## config.mk

```make
export PLATFORM = sky130hd
export DESIGN_NAME = fact_job_sequencer
export DESIGN_NICKNAME = d
export VERILOG_FILES = /design/src/rtl/fact_job_sequencer.sv
export SDC_FILE = /design/constraint.sdc
export NUM_CORES = 1
export LEC_CHECK = 0
export CORE_MARGIN = 8
export CORE_UTILIZATION = 30
export CTS_BUF_LIST = sky130_fd_sc_hd__clkbuf_4
export DETAILED_ROUTE_END_ITERATION = 7
export GPL_TIMING_DRIVEN = 0
export SETUP_SLACK_MARGIN = 0.4
export SLEW_MARGIN = 20
export SYNTH_ARGS = -nofsm -noshare
export SYNTH_HDL_FRONTEND = slang
export SYNTH_SLANG_ARGS = --single-unit
```

## constraint.sdc

```tcl
create_clock -name clk -period 4 [get_ports clk]
set_input_delay 0.8 -clock clk [delete_from_list [all_inputs] [get_ports clk]]
set_output_delay 0.8 -clock clk [all_outputs]
set_load 0.005 [all_outputs]
```

## src/rtl/fact_job_sequencer.sv

```systemverilog
// Bus-master sequencer that walks a table of operands through the factorial core
// and writes each 128-bit result back to memory as a high/low word pair.
module fact_job_sequencer #(
  parameter logic [15:0] FACT_BASE = 16'h7000,
  parameter int unsigned TIMEOUT   = 4096
) (
  input  logic        clk,
  input  logic        reset_n,
  input  logic        start,
  input  logic [15:0] src_base,
  input  logic [15:0] dst_base,
  input  logic [7:0]  count,
  output logic        busy,
  output logic        done,
  output logic        error,
  output logic        m_req,
  input  logic        m_grant,
  output logic        m_wr,
  output logic [15:0] m_addr,
  output logic [63:0] m_dout,
  input  logic [63:0] m_din,
  input  logic        f_interrupt
);

  localparam int unsigned TW = $clog2(TIMEOUT + 1);
  localparam logic [TW-1:0] TMO_LAST = TW'(TIMEOUT - 1);

  localparam logic [15:0] REG_OPSTART  = FACT_BASE + 16'h0000;
  localparam logic [15:0] REG_OPCLEAR  = FACT_BASE + 16'h0008;
  localparam logic [15:0] REG_INTREN   = FACT_BASE + 16'h0018;
  localparam logic [15:0] REG_OPERAND  = FACT_BASE + 16'h0020;
  localparam logic [15:0] REG_RESULT_H = FACT_BASE + 16'h0028;
  localparam logic [15:0] REG_RESULT_L = FACT_BASE + 16'h0030;

  typedef enum logic [4:0] {
    S_IDLE,
    S_GRANT,
    S_OP_RA,
    S_OP_RD,
    S_W_OPND,
    S_W_INTEN,
    S_W_START,
    S_WAIT_INT,
    S_RH_RA,
    S_RH_RD,
    S_RL_RA,
    S_RL_RD,
    S_W_RES_H,
    S_W_RES_L,
    S_W_CLR1,
    S_W_CLR0,
    S_NEXT,
    S_DONE,
    S_E_CLR1,
    S_E_CLR0
  } state_t;

  state_t        state_q, state_d;
  logic [15:0]   src_q, src_d;
  logic [15:0]   dst_q, dst_d;
  logic [7:0]    cnt_q, cnt_d;
  logic [7:0]    idx_q, idx_d;
  logic [TW-1:0] tmo_q, tmo_d;
  logic [63:0]   opnd_q, opnd_d;
  logic [63:0]   res_h_q, res_h_d;
  logic [63:0]   res_l_q, res_l_d;
  logic          error_q, error_d;

  logic [15:0] job_src;
  logic [15:0] job_dst;
  logic        last_job;
  logic        bus_ok;

  assign job_src  = src_q + {8'd0, idx_q};
  assign job_dst  = dst_q + {7'd0, idx_q, 1'b0};
  assign last_job = (({1'b0, idx_q} + 9'd1) == {1'b0, cnt_q});
  assign bus_ok   = m_req & m_grant;

  // Bus outputs are a pure decode of the current state and latched data, so they
  // stay stable for as long as the arbiter withholds the grant.
  always_comb begin
    m_req  = 1'b1;
    m_wr   = 1'b0;
    m_addr = 16'd0;
    m_dout = 64'd0;
    case (state_q)
      S_IDLE, S_DONE: m_req = 1'b0;
      S_OP_RA, S_OP_RD: m_addr = job_src;
      S_W_OPND: begin
        m_wr   = 1'b1;
        m_addr = REG_OPERAND;
        m_dout = opnd_q;
      end
      S_W_INTEN: begin
        m_wr   = 1'b1;
        m_addr = REG_INTREN;
        m_dout = 64'd1;
      end
      S_W_START: begin
        m_wr   = 1'b1;
        m_addr = REG_OPSTART;
        m_dout = 64'd1;
      end
      S_RH_RA, S_RH_RD: m_addr = REG_RESULT_H;
      S_RL_RA, S_RL_RD: m_addr = REG_RESULT_L;
      S_W_RES_H: begin
        m_wr   = 1'b1;
        m_addr = job_dst;
        m_dout = res_h_q;
      end
      S_W_RES_L: begin
        m_wr   = 1'b1;
        m_addr = job_dst + 16'd1;
        m_dout = res_l_q;
      end
      S_W_CLR1, S_E_CLR1: begin
        m_wr   = 1'b1;
        m_addr = REG_OPCLEAR;
        m_dout = 64'd1;
      end
      S_W_CLR0, S_E_CLR0: begin
        m_wr   = 1'b1;
        m_addr = REG_OPCLEAR;
        m_dout = 64'd0;
      end
      default: ;
    endcase
  end

  // An empty batch reaches DONE with cnt_q == 0 and reports busy for that cycle.
  assign busy  = (state_q != S_IDLE) && !((state_q == S_DONE) && (cnt_q != 8'd0));
  assign done  = (state_q == S_DONE);
  assign error = error_q;

  always_comb begin
    state_d = state_q;
    src_d   = src_q;
    dst_d   = dst_q;
    cnt_d   = cnt_q;
    idx_d   = idx_q;
    tmo_d   = tmo_q;
    opnd_d  = opnd_q;
    res_h_d = res_h_q;
    res_l_d = res_l_q;
    error_d = error_q;
    case (state_q)
      S_IDLE: begin
        if (start) begin
          src_d   = src_base;
          dst_d   = dst_base;
          cnt_d   = count;
          idx_d   = 8'd0;
          error_d = 1'b0;
          state_d = (count == 8'd0) ? S_DONE : S_GRANT;
        end
      end
      S_GRANT:   if (bus_ok) state_d = S_OP_RA;
      S_OP_RA:   if (bus_ok) state_d = S_OP_RD;
      S_OP_RD: begin
        if (bus_ok) begin
          opnd_d  = m_din;
          state_d = S_W_OPND;
        end
      end
      S_W_OPND:  if (bus_ok) state_d = S_W_INTEN;
      S_W_INTEN: if (bus_ok) state_d = S_W_START;
      S_W_START: begin
        if (bus_ok) begin
          tmo_d   = '0;
          state_d = S_WAIT_INT;
        end
      end
      S_WAIT_INT: begin
        if (f_interrupt) begin
          state_d = S_RH_RA;
        end else if (tmo_q == TMO_LAST) begin
          state_d = S_E_CLR1;
        end else begin
          tmo_d = tmo_q + 1'b1;
        end
      end
      S_RH_RA:   if (bus_ok) state_d = S_RH_RD;
      S_RH_RD: begin
        if (bus_ok) begin
          res_h_d = m_din;
          state_d = S_RL_RA;
        end
      end
      S_RL_RA:   if (bus_ok) state_d = S_RL_RD;
      S_RL_RD: begin
        if (bus_ok) begin
          res_l_d = m_din;
          state_d = S_W_RES_H;
        end
      end
      S_W_RES_H: if (bus_ok) state_d = S_W_RES_L;
      S_W_RES_L: if (bus_ok) state_d = S_W_CLR1;
      S_W_CLR1:  if (bus_ok) state_d = S_W_CLR0;
      S_W_CLR0:  if (bus_ok) state_d = S_NEXT;
      S_NEXT: begin
        if (last_job) begin
          state_d = S_DONE;
        end else begin
          idx_d   = idx_q + 8'd1;
          state_d = S_OP_RA;
        end
      end
      S_DONE:    state_d = S_IDLE;
      S_E_CLR1:  if (bus_ok) state_d = S_E_CLR0;
      S_E_CLR0: begin
        if (bus_ok) begin
          error_d = 1'b1;
          state_d = S_IDLE;
        end
      end
      default:   state_d = S_IDLE;
    endcase
  end

  always_ff @(posedge clk or negedge reset_n) begin
    if (!reset_n) begin
      state_q <= S_IDLE;
      src_q   <= 16'd0;
      dst_q   <= 16'd0;
      cnt_q   <= 8'd0;
      idx_q   <= 8'd0;
      tmo_q   <= '0;
      opnd_q  <= 64'd0;
      res_h_q <= 64'd0;
      res_l_q <= 64'd0;
      error_q <= 1'b0;
    end else begin
      state_q <= state_d;
      src_q   <= src_d;
      dst_q   <= dst_d;
      cnt_q   <= cnt_d;
      idx_q   <= idx_d;
      tmo_q   <= tmo_d;
      opnd_q  <= opnd_d;
      res_h_q <= res_h_d;
      res_l_q <= res_l_d;
      error_q <= error_d;
    end
  end

endmodule
```

==> results.md, run 1 <==
* Avg Vias per Cell at 5.20
* Crit path max fanout at 3
* WS Path Type: register to output pin
* Register bit count reported by yosys at 259
* Share of cells above drive strength 1 at 0.449
* Root buf cell: clkbuf_4
* Primary FF master, synth: dfrtp_1
* Drt initial violations at 945
* Peak Freq at 0.230 GHz
* Mapped Nets at 1216
* Site Rows at 76
* Vias in the first global route at 11300
* CTS tree: yes
* Final GP Congestion at 0.869
* FILL cells at 4035
* Synth warnings at 0
* Final WL at 44100 um
* # Max-Cap Violations at 0
* # port buffers at 192
* Clk pin slew, worst setup/hold paths at 0.07 ns
* Number of enable flip-flop cells after synthesis at 0
* Largest net degree at the start of global routing at 96
* Worst setup SP type: register
* Post-route cell area at 18100 sq um
* PwrDens at 792 nW/um^2
* DRC viols at 3
* Die Y-Extent at 224 um
* Syn-to-layout area delta at 40.2%
* Final setup fails at 10
* Max Slew Vio Count at 0
* First-pass GRT wire length at 67300 um
* Worst-margin pin slew at 0.854 ns
* Worst VDD drop at 0.322 mV
* WP data required at 3.20 ns
* Final setup TNS at -1.75 ns
* Grt total ovfl at 0
* Library cells used by synthesis at 74
* Chip width at 224 um
* Pre-antenna DRT Iters at 8
* Die area at 50000 sq um
* WP data arrival at 3.55 ns
* HP Class: register to register
* Final setup margin at -0.351 ns
* Crit end category: output pin
* Failing checks: DRC, setup timing
* DP Area at 15600 sq um
* Clock skew at 0.0462 ns
* Initial antenna violation count at 6
* Post-synthesis area per instance at 11.9 sq um
* Sequential area share after synthesis at 0.501
* Outcome: finished, violations left
* Sink Count at 259
* Skew-Pair Late Insertion Delay at 0.75 ns
* Final Hold Viols at 0
* Initial Util at 0.302
* Max-Slew Margin vs Limit at 0.429
* Nets at 1591
* Post-synthesis async set-or-reset flop share at 1.00
* Synthesized area at 12900 sq um
* Avg WL per Cell at 21.3 um
* Via count at 10700
* HPWL after detailed placement at 29200 um
* Final worst path period share at 1.09
* Commonest non-fill, non-tap cell in the layout: dfrtp_1
* P_leak at 8.55 nW
* Antenna-violating nets left at 0
* RSZ-0062 raised after global routing: true
* H-tree depth at 3
* Tot GR Track Use at 0.173
* CTS Buffer Depth at 3
* Synth Instances at 1086
* Num CTS Buffers at 76
* Final min period at 4.35 ns
* Top Ports at 194
* Core area at 42800 sq um
* Most frequent cells in the layout: dfrtp_1, mux2_2, clkbuf_4
[state kept, by name, indices dropped and copies added (netlist names)]
signal,flops
error,1
src_q,16
res_h_q,64
dst_q,16
res_l_q,64
tmo_q,13
opnd_q,64
idx_q,8
cnt_q,8
state_q,5
[synth_stat cells, types with 21 or more instances]
master    instances  share of area
xor2_1           21          0.014
clkbuf_1         37          0.011
nand3_1          24         0.0093
nand2_1          42          0.012
mux2_2          230           0.20
xnor2_1          31          0.021
o21ai_0          27          0.010
inv_1            74          0.021
nor2_1           35          0.010
a222oi_1         63          0.049
a21oi_1          26          0.010
dfrtp_1         259           0.50
[metrics by stage]
stage	instances	hold slack [ns]	power (mW)	setup WS (ns)	util
floorplan	1086	0.469	7.85	0.641	-
global placement	1824	0.468	10.2	-9.14	0.363
detailed placement	1827	0.486	10.4	-0.665	0.365
CTS	2028	0.381	13.9	-0.468	0.414
global route	2065	0.453	15.3	-0.516	0.424
finish	2065	0.491	14.4	-0.351	0.424
[final timing paths]
path | from | endpoint | slack [ns] | cells past startpoint
setup / recovery | dst_q[1] | m_addr[12] | -0.35 | 13
hold / removal | error | error | 0.49 | 2
setup reg to reg | state_q[2] | res_l_q[5] | 0.72 | 7
hold reg to reg | error | error | 0.49 | 2
max in group asynchronous | reset_n | res_l_q[61] | 1.99 | 4
min in group asynchronous | reset_n | idx_q[6] | 0.62 | 2
[report_power, final]
group / switching [mW] / internal [mW]
sequential: 0.771 / 3.81
clock: 1.18 / 1.27
combinational: 3.46 / 3.87
[per-layer routing]
metal  part of all wire  GRT usage
met5             0.0012          0
met3              0.077     0.0540
met1               0.43      0.218
met4              0.023     0.0465
met2               0.47      0.285
[final cells by class]
cell class	instances	area, sq um	share of cell area
clock inverters	22	100	0.00552
repair buffers	297	2660	0.146
diodes	3	7.51	0.000414
plain buffers	64	677	0.0373
multi-input cells	689	6410	0.353
flip-flops and latches	259	6490	0.358
inverters	74	278	0.0153
clock buffers	111	833	0.0459
well taps	546	683	0.0377
[kinds of logic after synthesis]
family,Yosys count,synth area share
DFF,259,0.501
buffers and inverters,138,0.0421
and+or+nand+nor,189,0.0780
xor gates and xnor gates,53,0.0365
muxes,233,0.204
adders and majority gates,21,0.0215
AOI/OAI and AO/OA,193,0.117
[worst max-delay path, stage by stage, from the launching register on]
cell,delay [ns]
dfrtp_1,0.41
ha_4,0.17
inv_2,0.03
fa_2,0.38
nand2b_4,0.18
a21oi_4,0.14
xor2_2,0.18
nand3_2,0.13
nor3_4,0.19
buf_4,0.14
and4bb_1,0.21
xnor2_1,0.09
o211ai_1,0.35
buf_2,0.19
[what timing repair did]
item | 4_1_cts | 5_1_grt
resized for setup | 508 | 63
cloned | 3 | 1
hold buffers | 1 | 0
setup endpoints to repair | 84 | 80
setup buffers | 64 | 33
hold endpoints to repair | 50 | 0
pin swaps | 77 | 55
Power figures use the tool's default switching activity.
==> run 2, diff against run 1 <==
--- a/config.mk
+++ b/config.mk
@@ -8,6 +8,7 @@
 export CORE_MARGIN = 8
 export CORE_UTILIZATION = 30
 export CTS_BUF_LIST = sky130_fd_sc_hd__clkbuf_4
+export CTS_CLUSTER_SIZE = 25
 export DETAILED_ROUTE_END_ITERATION = 7
 export GPL_TIMING_DRIVEN = 0
 export SETUP_SLACK_MARGIN = 0.4
==> results of run 2 <==
Final layout, timing and power as in run 1 (identical DEF).
==> run 3, diff against run 2 <==
--- a/config.mk
+++ b/config.mk
@@ -8,7 +8,6 @@
 export CORE_MARGIN = 8
 export CORE_UTILIZATION = 30
 export CTS_BUF_LIST = sky130_fd_sc_hd__clkbuf_4
-export CTS_CLUSTER_SIZE = 25
 export DETAILED_ROUTE_END_ITERATION = 7
 export GPL_TIMING_DRIVEN = 0
 export SETUP_SLACK_MARGIN = 0.4
==> constraint.sdc (replaced) <==
create_clock -name clk -period 4.4 [get_ports clk]
set_input_delay 0.88 -clock clk [delete_from_list [all_inputs] [get_ports clk]]
set_output_delay 0.88 -clock clk [all_outputs]
set_load 0.005 [all_outputs]
==> run 3 against run 2 <==
  * The flow now finishes without violations
  * Critical path depth stayed put
  * Hold slack worse by 0.38 ns
  * Sequential share of layout area is 1.3 points higher
  * Clock power is 9.0% lower
  * Sequential power is 9.4% lower
  * Register-to-register slack better by 0.68 ns
  * Die area stayed put
  * Routed wire length is 3.6% lower
  * Global-route usage is 0.50 points lower
  * Critical path type unchanged
  * Largest cell class unchanged
  * Highest routed layer unchanged
==> results.md, run 3 (same netlist as run 1, synthesis figures left out) <==
* # port buffers at 192 (unchanged)
* FILL cells at 4088 (+1.3%)
* Root buf cell: clkbuf_4
* Final min period at 4.39 ns
* HPWL after detailed placement at 29200 um (unchanged)
* Crit end category: output pin
* Skew-Pair Late Insertion Delay at 0.74 ns (about the same)
* Pre-CTS setup slack at -0.345 ns (+0.320 ns)
* Core Util, Final at 0.410 (-0.0142)
* Final setup margin at 0.0130 ns (+0.364 ns)
* WHS at 0.108 ns (-0.383 ns)
* Worst-margin pin slew at 0.822 ns (-0.0317 ns)
* Syn-to-layout area delta at 35.5%
* Grt total ovfl at 0 (unchanged)
* Worst setup SP type: register
* RSZ-0062 raised after global routing: true
* Max Slew Vio Count at 0 (unchanged)
* Commonest non-fill, non-tap cell in the layout: dfrtp_1
* Worst VDD drop at 0.327 mV (+1.5%)
* CTS tree: yes
* Top Ports at 194 (unchanged)
* Tot GR Track Use at 0.168 (-0.00503)
* Total power at 12.6 mW (-12%)
* Initial antenna violation count at 6 (unchanged)
* CTS Buffer Depth at 3 (unchanged)
* H-tree depth at 3 (unchanged)
* Clk pin slew, worst setup/hold paths at 0.07 ns (about the same)
* Site Rows at 76 (unchanged)
* Avg WL per Cell at 21.1 um (-0.94%)
* Crit path max fanout at 4 (+1)
* # Max-Cap Violations at 0 (unchanged)
* Multi-input combinational cell area at 6360 sq um (-0.82%)
* HP Class: primary input to async pin
* Max-Slew Margin vs Limit at 0.452 (+0.0228)
* Cts hold-fix bufs at 0 (-1)
* Final Hold Viols at 0 (unchanged)
* Via count at 10500 (-2.6%)
* Largest net degree at the start of global routing at 96 (unchanged)
* Vias in the first global route at 11100 (-2.0%)
* Num CTS Buffers at 76 (unchanged)
* Initial Util at 0.302 (unchanged)
* Peak Freq at 0.228 GHz
* Final worst path period share at 0.997
* Die Y-Extent at 224 um (unchanged)
* WS Path Type: register to output pin
* Post-route insts no fill at 2009 (-2.7%)
* First-pass GRT wire length at 65500 um (-2.7%)
* Placed cell count at 1827 (unchanged)
* PwrDens at 718 nW/um^2 (-9.2%)
* Avg Vias per Cell at 5.21 (+0.16%)
* Die area at 50000 sq um (unchanged)
* Crit path cell chain: ha_4, inv_2, fa_2, nor2b_4, o31ai_4, a211oi_2, buf_4, xnor2_4, nor3b_2, nand4b_1, xor2_1, o211ai_1, buf_2
* Final GP Congestion at 0.869 (unchanged)
* Most frequent cells in the layout: dfrtp_1, mux2_2, clkdlybuf4s50_1
* WP data required at 3.52 ns (+0.32 ns)
* Chip width at 224 um (unchanged)
* P_leak at 8.18 nW (-4.3%)
* Pre-antenna DRT Iters at 5 (-3)
* WP buf/inv at 3 (unchanged)
* CP peak stage delay at 0.41 ns (about the same)
* FF/Latch Area at 6490 sq um (about the same)
* Drt initial violations at 881 (-6.8%)
* Share of cells above drive strength 1 at 0.380 (-0.0688)
* Outcome: completed
* Crit-path leading delay family: compound AO/OA/AOI/OAI gates
* WP data arrival at 3.51 ns (-0.04 ns)
* Crit-path slowest cell: dfrtp_1
* Largest registers: opnd_q: 64 flops, res_h_q: 64 flops, res_l_q: 64 flops
* Sink Count at 259 (unchanged)
* Core area at 42800 sq um (unchanged)
* Final setup fails at 0 (-10)
* Final WL at 42500 um (-3.6%)
* Nets at 1534 (-3.6%)
* DRC viols at 0 (-3)
* Antenna-violating nets left at 0 (unchanged)
* Clock skew at 0.0337 ns (-0.0125 ns)
[run 3: final timing paths]
path                            startpoint          to  slack [ns]  cells past startpoint
worst max-delay path              dst_q[1]  m_addr[14]        0.01                     13
worst min-delay path               reset_n    idx_q[6]        0.11                      1
worst max register to register  state_q[4]  res_l_q[6]        1.40                      5
worst min register to register       error       error        0.49                      2
max in group asynchronous          reset_n  res_l_q[1]        2.91                      3
min in group clk                     error       error        0.49                      2
[run 3: report_power, final]
part | internal, mW | switching (mW)
registers | 3.46 | 0.695
logic | 3.25 | 2.96
clock network | 1.16 | 1.07
[run 3: metal layers]
layer | vias to the layer above | share of wire | wire (um) | global-route usage
li1 | 4713 | - | - | -
met1 | 5316 | 0.43 | 18400 | 0.209
met2 | 362 | 0.47 | 20100 | 0.278
met3 | 72 | 0.075 | 3170 | 0.0545
met4 | 8 | 0.018 | 774 | 0.0431
met5 | - | 0.0013 | 55 | 0
[run 3: final cells by class]
type / count / area share
antenna: 4 / 0.000571
buffer: 64 / 0.0275
clock buffer: 111 / 0.0475
clock inverter: 22 / 0.00571
inverter: 74 / 0.0158
multi-input combinational: 689 / 0.363
sequential: 259 / 0.370
tap: 546 / 0.0390
timing repair buffer: 240 / 0.131
[run 3: timing repair]
| action | 4_1_cts | 5_1_grt |
|---|---|---|
| setup endpoints to repair | 80 | 58 |
| buffers inserted | 29 | 16 |
| gates resized for setup | 198 | 64 |
| cloned | 0 | 0 |
| hold endpoints to repair | 0 | 0 |
| pin swaps | 41 | 51 |
[run 3: per-stage QoR]
step	instance area (sq um)	TNS, ns
2_1_floorplan	12900	0
3_3_place_gp	15500	-2288.11
3_5_place_dp	15600	-1.31
4_1_cts	17200	-0.472
5_1_grt	17500	-0.675
6_report	17500	0
